File: config.mk
export PLATFORM = sky130hd
export DESIGN_NAME = keyboard_controller
export DESIGN_NICKNAME = d
export VERILOG_FILES = /design/src/rtl/keyboard_pkg.sv /design/src/rtl/clock_divider.sv /design/src/rtl/keyboard_controller.sv
export SDC_FILE = /design/constraint.sdc
export NUM_CORES = 1
export LEC_CHECK = 0
export ABC_AREA = 1
export BUFFER_PORTS_ARGS = -buffer_cell sky130_fd_sc_hd__buf_2
export CAP_MARGIN = 5
export CORE_AREA = 2 2 73 82
export CTS_CLUSTER_DIAMETER = 100
export DETAILED_ROUTE_END_ITERATION = 10
export DIE_AREA = 0 0 75 84
export GPL_TIMING_DRIVEN = 0
export PLACE_DENSITY = 0.44
export SLEW_MARGIN = 30
export SYNTH_ARGS = -nofsm -noshare
export SYNTH_HDL_FRONTEND = slang
export SYNTH_SLANG_ARGS = --single-unit
export TNS_END_PERCENT = 50
File: constraint.sdc
create_clock -name clk -period 3.9 [get_ports clk]
set_input_delay 0.585 -clock clk [delete_from_list [all_inputs] [get_ports clk]]
set_output_delay 0.585 -clock clk [all_outputs]
set_load 0.005 [all_outputs]
File: src/rtl/keyboard_pkg.sv
// Purpose: shared definitions for the keyboard debouncer: default parameter values,
//          the "no key" code and the key-code type.
// Ports:   none (package).
// Build option: KBD_AUTOREPEAT_EN (see keyboard_controller.sv).
package keyboard_pkg;

  localparam int unsigned DEFAULT_CLOCKDIVISOR         = 1000;
  localparam int unsigned DEFAULT_STEADYCOUNTTHRESHOLD = 7;
  localparam int unsigned DEFAULT_REPEATTICKS          = 32;

  typedef logic [7:0] keycode_t;

  localparam keycode_t KEY_NONE = 8'h00;

endpackage

File: src/rtl/clock_divider.sv
// Purpose: free-running modulo-DIVISOR counter producing a one-clk sample tick.
//          tick is combinational and high while the counter sits at DIVISOR-1, so the
//          consuming logic samples on the edge that wraps the counter.
// Ports:
//   clk   in  1  system clock, rising edge
//   nRST  in  1  synchronous active-high reset (counter returns to 0)
//   tick  out 1  high for one clk every DIVISOR clks
module clock_divider #(
  parameter int unsigned DIVISOR = 1000
) (
  input  logic clk,
  input  logic nRST,
  output logic tick
);

  localparam int unsigned CLOCKDIVIDERWIDTH = $clog2(DIVISOR);
  localparam logic [CLOCKDIVIDERWIDTH-1:0] DIVLAST = CLOCKDIVIDERWIDTH'(DIVISOR - 1);

  logic [CLOCKDIVIDERWIDTH-1:0] r_div_cnt;

  always_ff @(posedge clk) begin
    if (nRST) begin
      r_div_cnt <= '0;
    end else if (r_div_cnt == DIVLAST) begin
      r_div_cnt <= '0;
    end else begin
      r_div_cnt <= r_div_cnt + CLOCKDIVIDERWIDTH'(1);
    end
  end

  assign tick = (r_div_cnt == DIVLAST);

endmodule

File: src/rtl/keyboard_controller.sv
// Purpose: debounces an 8-bit parallel key-code bus. keyValues is sampled once per divider
//          tick; a non-zero code seen unchanged for STEADYCOUNTTHRESHOLD consecutive samples
//          is latched to savedByte and keyReady pulses for one clk. Held keys do not
//          re-report unless built with KBD_AUTOREPEAT_EN, which re-pulses keyReady every
//          REPEATTICKS ticks while the key stays down.
// Ports:
//   clk        in  1  system clock, rising edge
//   nRST       in  1  synchronous active-high reset
//   keyValues  in  8  raw key code, 8'h00 = no key
//   savedByte  out 8  last reported key code
//   keyReady   out 1  one-clk pulse coincident with a savedByte update (or a repeat)
// Build option: KBD_AUTOREPEAT_EN enables the auto-repeat counter.
module keyboard_controller
  import keyboard_pkg::*;
#(
  parameter int unsigned CLOCKDIVISOR         = DEFAULT_CLOCKDIVISOR,
  parameter int unsigned STEADYCOUNTTHRESHOLD = DEFAULT_STEADYCOUNTTHRESHOLD,
  parameter int unsigned REPEATTICKS          = DEFAULT_REPEATTICKS
) (
  input  logic       clk,
  input  logic       nRST,
  input  logic [7:0] keyValues,
  output logic [7:0] savedByte,
  output logic       keyReady
);

  localparam int unsigned STEADYWIDTH = $clog2(STEADYCOUNTTHRESHOLD + 1);
  localparam logic [STEADYWIDTH-1:0] STEADYMAX = STEADYWIDTH'(STEADYCOUNTTHRESHOLD);

  logic                   w_tick;
  logic                   w_same;
  logic                   w_report;
  keycode_t               r_last_sample;
  logic [STEADYWIDTH-1:0] r_steady_cnt;
  logic                   r_reported;
  keycode_t               r_saved_byte;
  logic                   r_key_ready;

  clock_divider #(
    .DIVISOR(CLOCKDIVISOR)
  ) u_clock_divider (
    .clk (clk),
    .nRST(nRST),
    .tick(w_tick)
  );

  assign w_same   = (keyValues == r_last_sample);
  // Uses pre-edge state, so a report can fire on the same edge as a value-changing tick.
  assign w_report = (r_steady_cnt == STEADYMAX) && !r_reported && (r_last_sample != KEY_NONE);

`ifdef KBD_AUTOREPEAT_EN
  localparam logic [15:0] REPEATLAST = 16'(REPEATTICKS - 1);
  logic [15:0] r_rep_cnt;
`endif

  always_ff @(posedge clk) begin
    if (nRST) begin
      r_last_sample <= KEY_NONE;
      r_steady_cnt  <= '0;
      r_reported    <= 1'b0;
      r_saved_byte  <= KEY_NONE;
      r_key_ready   <= 1'b0;
`ifdef KBD_AUTOREPEAT_EN
      r_rep_cnt     <= '0;
`endif
    end else begin
      r_key_ready <= 1'b0;

      if (w_report) begin
        r_key_ready  <= 1'b1;
        r_saved_byte <= r_last_sample;
        r_reported   <= 1'b1;
      end

      if (w_tick) begin
        r_last_sample <= keyValues;
        if (w_same) begin
          if (r_steady_cnt != STEADYMAX) begin
            r_steady_cnt <= r_steady_cnt + STEADYWIDTH'(1);
          end
        end else begin
          // Placed after the report so a simultaneous value change wins over reported<=1.
          r_steady_cnt <= '0;
          r_reported   <= 1'b0;
        end

`ifdef KBD_AUTOREPEAT_EN
        if (!w_same) begin
          r_rep_cnt <= '0;
        end else if (r_reported && (r_last_sample != KEY_NONE)) begin
          if (r_rep_cnt == REPEATLAST) begin
            r_rep_cnt   <= '0;
            r_key_ready <= 1'b1;
          end else begin
            r_rep_cnt <= r_rep_cnt + 16'd1;
          end
        end
`endif
      end
    end
  end

  assign savedByte = r_saved_byte;
  assign keyReady  = r_key_ready;

endmodule

After elaboration in Yosys (flattened, before gate mapping)
Cells that the tools add are included.
Word-level totals
  register bits: 31
  bits in writable memories: 0
  bits of input ports: 10
  ROM bits: 0
  latch bits: 0
  output and inout port bits: 9
  memories: 0
Operators by class
  multipliers: 0
  multiplexer cells: 6
  div/mod/pow operators: 0
  add/sub/neg operators: 2
  shifts and indexed selects: 0
  bitwise operators: 0
  order comparisons: 0
  equality and inequality tests: 5
  reductions and logical operators: 6
Operator list (number)
  $add 10x1->10 const B: 1
  $eq 10x10->1 const B: 1
  $eq 8x8->1: 1
  $reduce_bool 8->1: 1
  $mux 3: 2
  $mux 1: 4
  $add 3x1->3 const B: 1
  $eq 3x3->1 const B: 1
  $ne 3x3->1 const B: 1
  $logic_and 1x1->1: 2
  $ne 2x1->1 const B: 1
  $reduce_and 2->1: 1
  $reduce_or 2->1: 1
  $logic_not 1->1: 1

Logic depth before layout (Yosys ltp)
Gate-level depths: netlist (run 1).
  word-level depth: 6
  mapped depth: 9

Cells and area by module
Synthesis (run 1) repeated with hierarchy kept, for this count alone.
Unflattened totals
  cell total of the unflattened synthesis: 194
  area, all modules: 1398.8 µm²
By module, submodules not included
  keyboard_controller: area an instance 920.9 µm², cells an instance 131, instances 1, sequential area each 420.4 µm²
  clock_divider: area an instance 478.0 µm², cells an instance 63, instances 1, sequential area each 200.2 µm²

Least setup slack after synthesis (run 1)
OpenSTA, ideal clock, no wires.
  path kind: in2reg
  start point: in nRST
  end point: reg r_last_sample[0]
  buffers on the path: 2
  setup slack: 2.527 ns
  data arrival time: 1.303 ns
  data required time: 3.830 ns
  cell stages on the path: 5
  setup time: 0.070 ns
  cells stage by stage: clkbuf_1 > inv_1 > clkbuf_1 > o21ai_0 > a21oi_1
RTL lines
  start: declaration: RTL line keyboard_controller.sv:21  | input logic nRST,
  end signal: assignment: RTL line keyboard_controller.sv:76  | r_last_sample <= keyValues;
  end: declaration: RTL line keyboard_controller.sv:33  | keycode_t r_last_sample;

Final worst setup path (run 1)
  start point: reg u_clock_divider.r_div_cnt[0]
  end point: reg r_last_sample[0]
On the way
  longest elaborated chain between the ends: 1
Ends and longest elaborated chain
  start: declaration: RTL line clock_divider.sv:19  | logic [CLOCKDIVIDERWIDTH-1:0] r_div_cnt;
  start signal: assignment: RTL line clock_divider.sv:27  | r_div_cnt <= r_div_cnt + CLOCKDIVIDERWIDTH'(1);
  $eq 10x10->1: RTL line clock_divider.sv:31  | assign tick = (r_div_cnt == DIVLAST);
No other way between the ends.
A chain may end at the register's enable or synchronous reset.

==> impl_metrics.json, run 1 <==
{
  "tightest_slew_ns": 0.379,
  "cts.htree.levels": 2,
  "final_util_pct": 28.8,
  "grt_max_degree": 11,
  "cts_resized": 0,
  "ys_types": 20,
  "fillers": 638,
  "syn-cell-area_sq_um": 1340,
  "gp_congestion": 0.752,
  "dr.pass1.iters": 4,
  "nets": 220,
  "cts_sinks": 31,
  "min_path_type": "reg -> reg",
  "cp_max_fo": 10,
  "clk_pin_slew_worst_paths_ns": 0.06,
  "drc_errors": 0,
  "dr.first_iter.drc_count": 46,
  "drv_slew": 0,
  "syn_inst": 183,
  "syn_avg_cell_area_sq_um": 7.31,
  "total_leakage_power_nw": 0.673,
  "first_global_vias": 1045,
  "wl_per_cell_microns": 9.47,
  "post-place-ws_ns": 2.22,
  "ir_worst_vdd_mv": 0.114,
  "r2r-end": "r_last_sample[0]",
  "dieArea_sq_um": 6300,
  "grtUsageTotal_pct": 9.82,
  "synth_nets": 196,
  "placed_area_sq_um": 1520,
  "fin_area_sq_um": 1600,
  "ff2ff_setup_slack_ns": 2.34,
  "rr_startpoint": "u_clock_divider.r_div_cnt[0]",
  "slew-limit-headroom_pct": 74.7,
  "multi_input_comb_area_sq_um": 618,
  "setup_violations": 0,
  "syn_to_final_growth_pct": 19.6,
  "cts_made_buffers": 5,
  "cts_tree": "done",
  "insertion_delay_ns": 0.28,
  "fin_skew_ns": 0.00870,
  "die_h_microns": 84,
  "min_period_over_period_pct": 40.0,
  "ff2ff_path_depth": 7,
  "routed_via_density": 3.95,
  "fin_tns_setup_ns": 0,
  "status": "finished clean",
  "finalHoldViolCount": 0,
  "startpoint_type": "flip-flop",
  "fp.dieW_microns": 75,
  "io_pins": 19,
  "cts_setup_buffers": 0,
  "worst_slack_ns": 2.34,
  "ys_seq_area_share_pct": 46.4,
  "cp.required_ns": 4.06,
  "vias": 1125,
  "max_freq_ghz": 0.640,
  "hpwl_microns": 2100,
  "ant_nets": 0,
  "rsz0062_at_grt": "no",
  "whs_path_depth": 1,
  "total_power_uw": 586,
  "clockRootBuffer": "clkbuf_8",
  "ys.warnings.count": 0,
  "rows": 29,
  "arrival_ns": 1.72,
  "coreArea_sq_um": 5550,
  "grt_overflow": 0,
  "synth.ff_latch_count": 31,
  "min_to": "u_clock_divider.r_div_cnt[0]",
  "cp-end-kind": "flip-flop",
  "cts_buffer_depth": 2,
  "hold_path_startpoint": "u_clock_divider.r_div_cnt[0]",
  "drv_cap": 0,
  "cts_hold_buf": 0,
  "start_util_pct": 24.1,
  "grt_pass1_wl_microns": 4720,
  "fin_crit_ns": 1.56,
  "p_per_area_nw_per_um2": 366,
  "antenna_found_initial": 0,
  "critical_path_class": "reg -> reg",
  "regArea_sq_um": 621,
  "wirelength_microns": 2700,
  "drive_gt1_share_pct": 14.9,
  "io_buffers": 17,
  "antennaDiodeCount": 0
}
## critical path: stages (launching register included)
cell,delay (ns)
dfxtp_1,0.35
ha_1,0.17
nand2_1,0.10
nor2_1,0.13
nand3_2,0.20
buf_2,0.26
o21ai_0,0.17
a21oi_1,0.05
## state kept, by name (all words and copies together) (netlist names)
register	flops
savedByte	8
r_last_sample	8
keyReady	1
r_reported	1
u_clock_divider.r_div_cnt	10
r_steady_cnt	3
## synth_stat cells
library cell | count | share of area (%)
o21ai_0 | 14 | 5.2
xnor2_1 | 6 | 3.9
inv_1 | 22 | 6.2
ha_1 | 3 | 2.8
nand2_1 | 39 | 11
nand3_1 | 7 | 2.6
clkbuf_1 | 2 | 0.56
nand3_2 | 1 | 0.75
buf_2 | 1 | 0.37
inv_2 | 1 | 0.28
nor2_2 | 2 | 0.94
or2_0 | 1 | 0.47
nor3_2 | 1 | 0.75
dfxtp_1 | 31 | 46
a21oi_1 | 14 | 5.2
nor2_4 | 1 | 0.84
nor2_1 | 32 | 9.0
nand2_2 | 1 | 0.47
xor2_1 | 2 | 1.3
nor4_1 | 2 | 0.94
## cell type report
class                      instances  area share, %
buffer                             3          0.782
sequential                        31           38.8
tap                               77           6.02
clock buffer                       7           4.77
clock inverter                     1          0.313
inverter                          23           5.39
multi-input combinational        126           38.6
timing repair buffer              17           5.32
## where the power goes
group | switching, mW | leakage [nW] | internal [mW]
clock network | 0.114 | 0.0422 | 0.125
logic | 0.0153 | 0.381 | 0.0101
registers | 0.00160 | 0.250 | 0.319
## how the worst max path moves through the flow
stage,startpoint,to,slack (ns),depth (start not counted)
2_1_floorplan,nRST,r_last_sample[0],2.53,5
3_3_place_gp,nRST,savedByte[0],2.22,5
3_5_place_dp,nRST,savedByte[1],2.22,5
4_1_cts,r_steady_cnt[0],savedByte[1],2.31,8
5_1_grt,r_steady_cnt[0],savedByte[0],2.10,8
6_report,u_clock_divider.r_div_cnt[0],r_last_sample[0],2.34,7
## cells in the final DEF (no fill, tap or decap), types with 5 or more instances in the layout
cell and n:
clkbuf_8 5, nand2_1 39, buf_2 18, nand3_1 7, dfxtp_1 31, xnor2_1 6
a21oi_1 14, nor2_1 32, inv_1 22, o21ai_0 14
## per-stage QoR
step	hold WS (ns)	instances
floorplan	0.418	183
global route	0.497	285
CTS	0.456	285
finish	0.449	285
global placement	0.431	277
detailed placement	0.440	277
## per-layer routing
metal / up-vias / track usage [%] / share of wire [%]
met1: 483 / 13.6 / 53
met4: 0 / 4.38 / 2.3
li1: 617 / - / -
met3: 6 / 3.26 / 4.6
met2: 19 / 13.6 / 40
met5: - / 0 / 0
## cell families after synthesis
group	after synthesis	synth area share, %
flip-flops	31	46.4
buffers and inverters	26	7.39
adder cells (fa/ha/maj)	3	2.81
XOR/XNOR	8	5.24
AND/OR/NAND/NOR	87	27.7
AO/OA/AOI/OAI	28	10.5
Power figures use the tool's default switching activity.
==> inputs of run 2 (changes only) <==
--- a/config.mk
+++ b/config.mk
@@ -13,7 +13,7 @@
 export DETAILED_ROUTE_END_ITERATION = 10
 export DIE_AREA = 0 0 75 84
 export GPL_TIMING_DRIVEN = 0
-export PLACE_DENSITY = 0.44
+export PLACE_DENSITY = 0.45
 export SLEW_MARGIN = 30
 export SYNTH_ARGS = -nofsm -noshare
 export SYNTH_HDL_FRONTEND = slang
==> constraint.sdc (replaced) <==
create_clock -name clk -period 1.4 [get_ports clk]
set_input_delay 0.21 -clock clk [delete_from_list [all_inputs] [get_ports clk]]
set_output_delay 0.21 -clock clk [all_outputs]
set_load 0.005 [all_outputs]
==> run 2 against run 1 <==
Non-clock buffer count is 10 higher. Clock skew shrank 0.0025 ns. Final cell count grew 3.2%. Utilization rose by 4.2 points. Routed wire length up 8.2%. Via count up 4.8%. Critical path depth increased by 1. Total power rose to 2.9 times the previous value. Fmax increased by 16%. First-iteration DRC count down 8.7%.
==> impl_metrics.json, run 2 (synthesis results as in run 1) <==
{
  "critical_path.top_delay_family": "simple AND/OR/NAND/NOR gates",
  "antennaDiodeCount": 0,
  "fin_skew_ns": 0.00616,
  "dr.first_iter.drc_count": 42,
  "drc_errors": 0,
  "critPathBufInv": 0,
  "gp_congestion": 0.694,
  "dieArea_sq_um": 6300,
  "cp_max_fo": 3,
  "cp.required_ns": 1.62,
  "cts.htree.levels": 2,
  "dr.pass1.iters": 4,
  "top_register": "u_clock_divider.r_div_cnt",
  "grt_max_degree": 11,
  "path_cells": "ha_4, nand2_4, nor2_4, nand2_2, nor2_2, nand2_1, or2_0, a21oi_1",
  "max_freq_ghz": 0.744,
  "cts_made_buffers": 5,
  "first_global_vias": 1168,
  "dp.cells": 277,
  "finalHoldViolCount": 0,
  "tightest_slew_ns": 0.546,
  "arrival_ns": 1.56,
  "setup_violations": 0,
  "mostFrequentLayoutCells": "36 x nand2_1, 29 x nor2_1, 27 x dfxtp_1",
  "ff2ff_setup_slack_ns": 0.06,
  "min_period_over_period_pct": 96.0,
  "hpwl_microns": 2070,
  "layout.cells.non_filler": 294,
  "antenna_found_initial": 0,
  "final_common_cell": "nand2_1",
  "rsz0062_at_grt": "yes",
  "status": "finished clean",
  "nets": 230,
  "fin_tns_setup_ns": 0,
  "wirelength_microns": 2920,
  "cp-end-kind": "flip-flop",
  "total_leakage_power_nw": 0.747,
  "insertion_delay_ns": 0.28,
  "drv_cap": 0,
  "start_util_pct": 24.1,
  "cts_tree": "done",
  "ir_worst_vdd_mv": 0.404,
  "io_pins": 19,
  "grt_pass1_wl_microns": 5220,
  "clockRootBuffer": "clkbuf_8",
  "cts_buffer_depth": 2,
  "largest_reg_flops": 10,
  "cts_hold_buf": 0,
  "vias": 1179,
  "startpoint_type": "flip-flop",
  "final_util_pct": 33.0,
  "grtUsageTotal_pct": 10.9,
  "cp_slowest_cell": "dfxtp_4",
  "cts_sinks": 31,
  "wl_per_cell_microns": 9.93,
  "die_h_microns": 84,
  "slew-limit-headroom_pct": 63.6,
  "fp.dieW_microns": 75,
  "fin_crit_ns": 1.34,
  "syn_to_final_growth_pct": 37.1,
  "critical_path_class": "reg -> reg",
  "drv_slew": 0,
  "drive_gt1_share_pct": 31.3,
  "routed_via_density": 4.01,
  "ant_nets": 0,
  "grt_overflow": 0,
  "clk_pin_slew_worst_paths_ns": 0.06,
  "coreArea_sq_um": 5550,
  "p_per_area_nw_per_um2": 924,
  "io_buffers": 17,
  "min_path_type": "in -> reg",
  "rows": 29,
  "max_stage_delay_ns": 0.36
}
run 2: worst paths after layout:
check / from / end / cells after the start
max: u_clock_divider.r_div_cnt[1] / u_clock_divider.r_div_cnt[8] / 8
min: keyValues[7] / r_last_sample[7] / 3
max reg2reg: u_clock_divider.r_div_cnt[1] / u_clock_divider.r_div_cnt[8] / 8
min reg2reg: savedByte[4] / savedByte[4] / 2
run 2: metrics by stage:
stage	hold WS (ns)	instance area, sq um	setup WS [ns]	power, mW
detailed placement	0.441	1520	-0.183	0.985
CTS	0.184	1700	0.00797	1.72
global route	0.178	1830	-0.0591	1.79
global placement	0.430	1520	-0.173	0.985
finish	0.190	1830	0.0561	1.69
floorplan	0.353	1340	0.0466	0.957
run 2: cell type report:
| class | count | area, sq um |
|---|---|---|
| Buffer | 3 | 18.8 |
| Clock buffer | 6 | 82.6 |
| Clock inverter | 1 | 5.00 |
| Fill cell | 613 | 3720 |
| Inverter | 23 | 96.3 |
| Multi-Input combinational cell | 126 | 739 |
| Sequential cell | 31 | 628 |
| Tap cell | 77 | 96.3 |
| Timing Repair Buffer | 27 | 168 |
run 2: what timing repair did:
item | CTS | global route
setup endpoints to repair | 23 | 19
pin swaps | 5 | 11
setup buffers | 6 | 4
gates resized for setup | 22 | 36
run 2: where the power goes:
group | switching (mW) | internal [mW]
combinational | 0.0486 | 0.0373
sequential | 0.00812 | 0.890
clock | 0.325 | 0.385
run 2: routing by layer:
metal | part of all wire (%) | global-route usage [%]
met5 | 0 | 0
met4 | 2.5 | 4.87
met3 | 6.3 | 4.59
met2 | 41 | 15.2
met1 | 50 | 14.3
run 2: worst register-to-register path, stage by stage, from the launching register on:
cell and delay [ns]:
dfxtp_4 0.36, ha_4 0.15, nand2_4 0.07, nor2_4 0.13, nand2_2 0.05, nor2_2 0.13
nand2_1 0.08, or2_0 0.20, a21oi_1 0.12
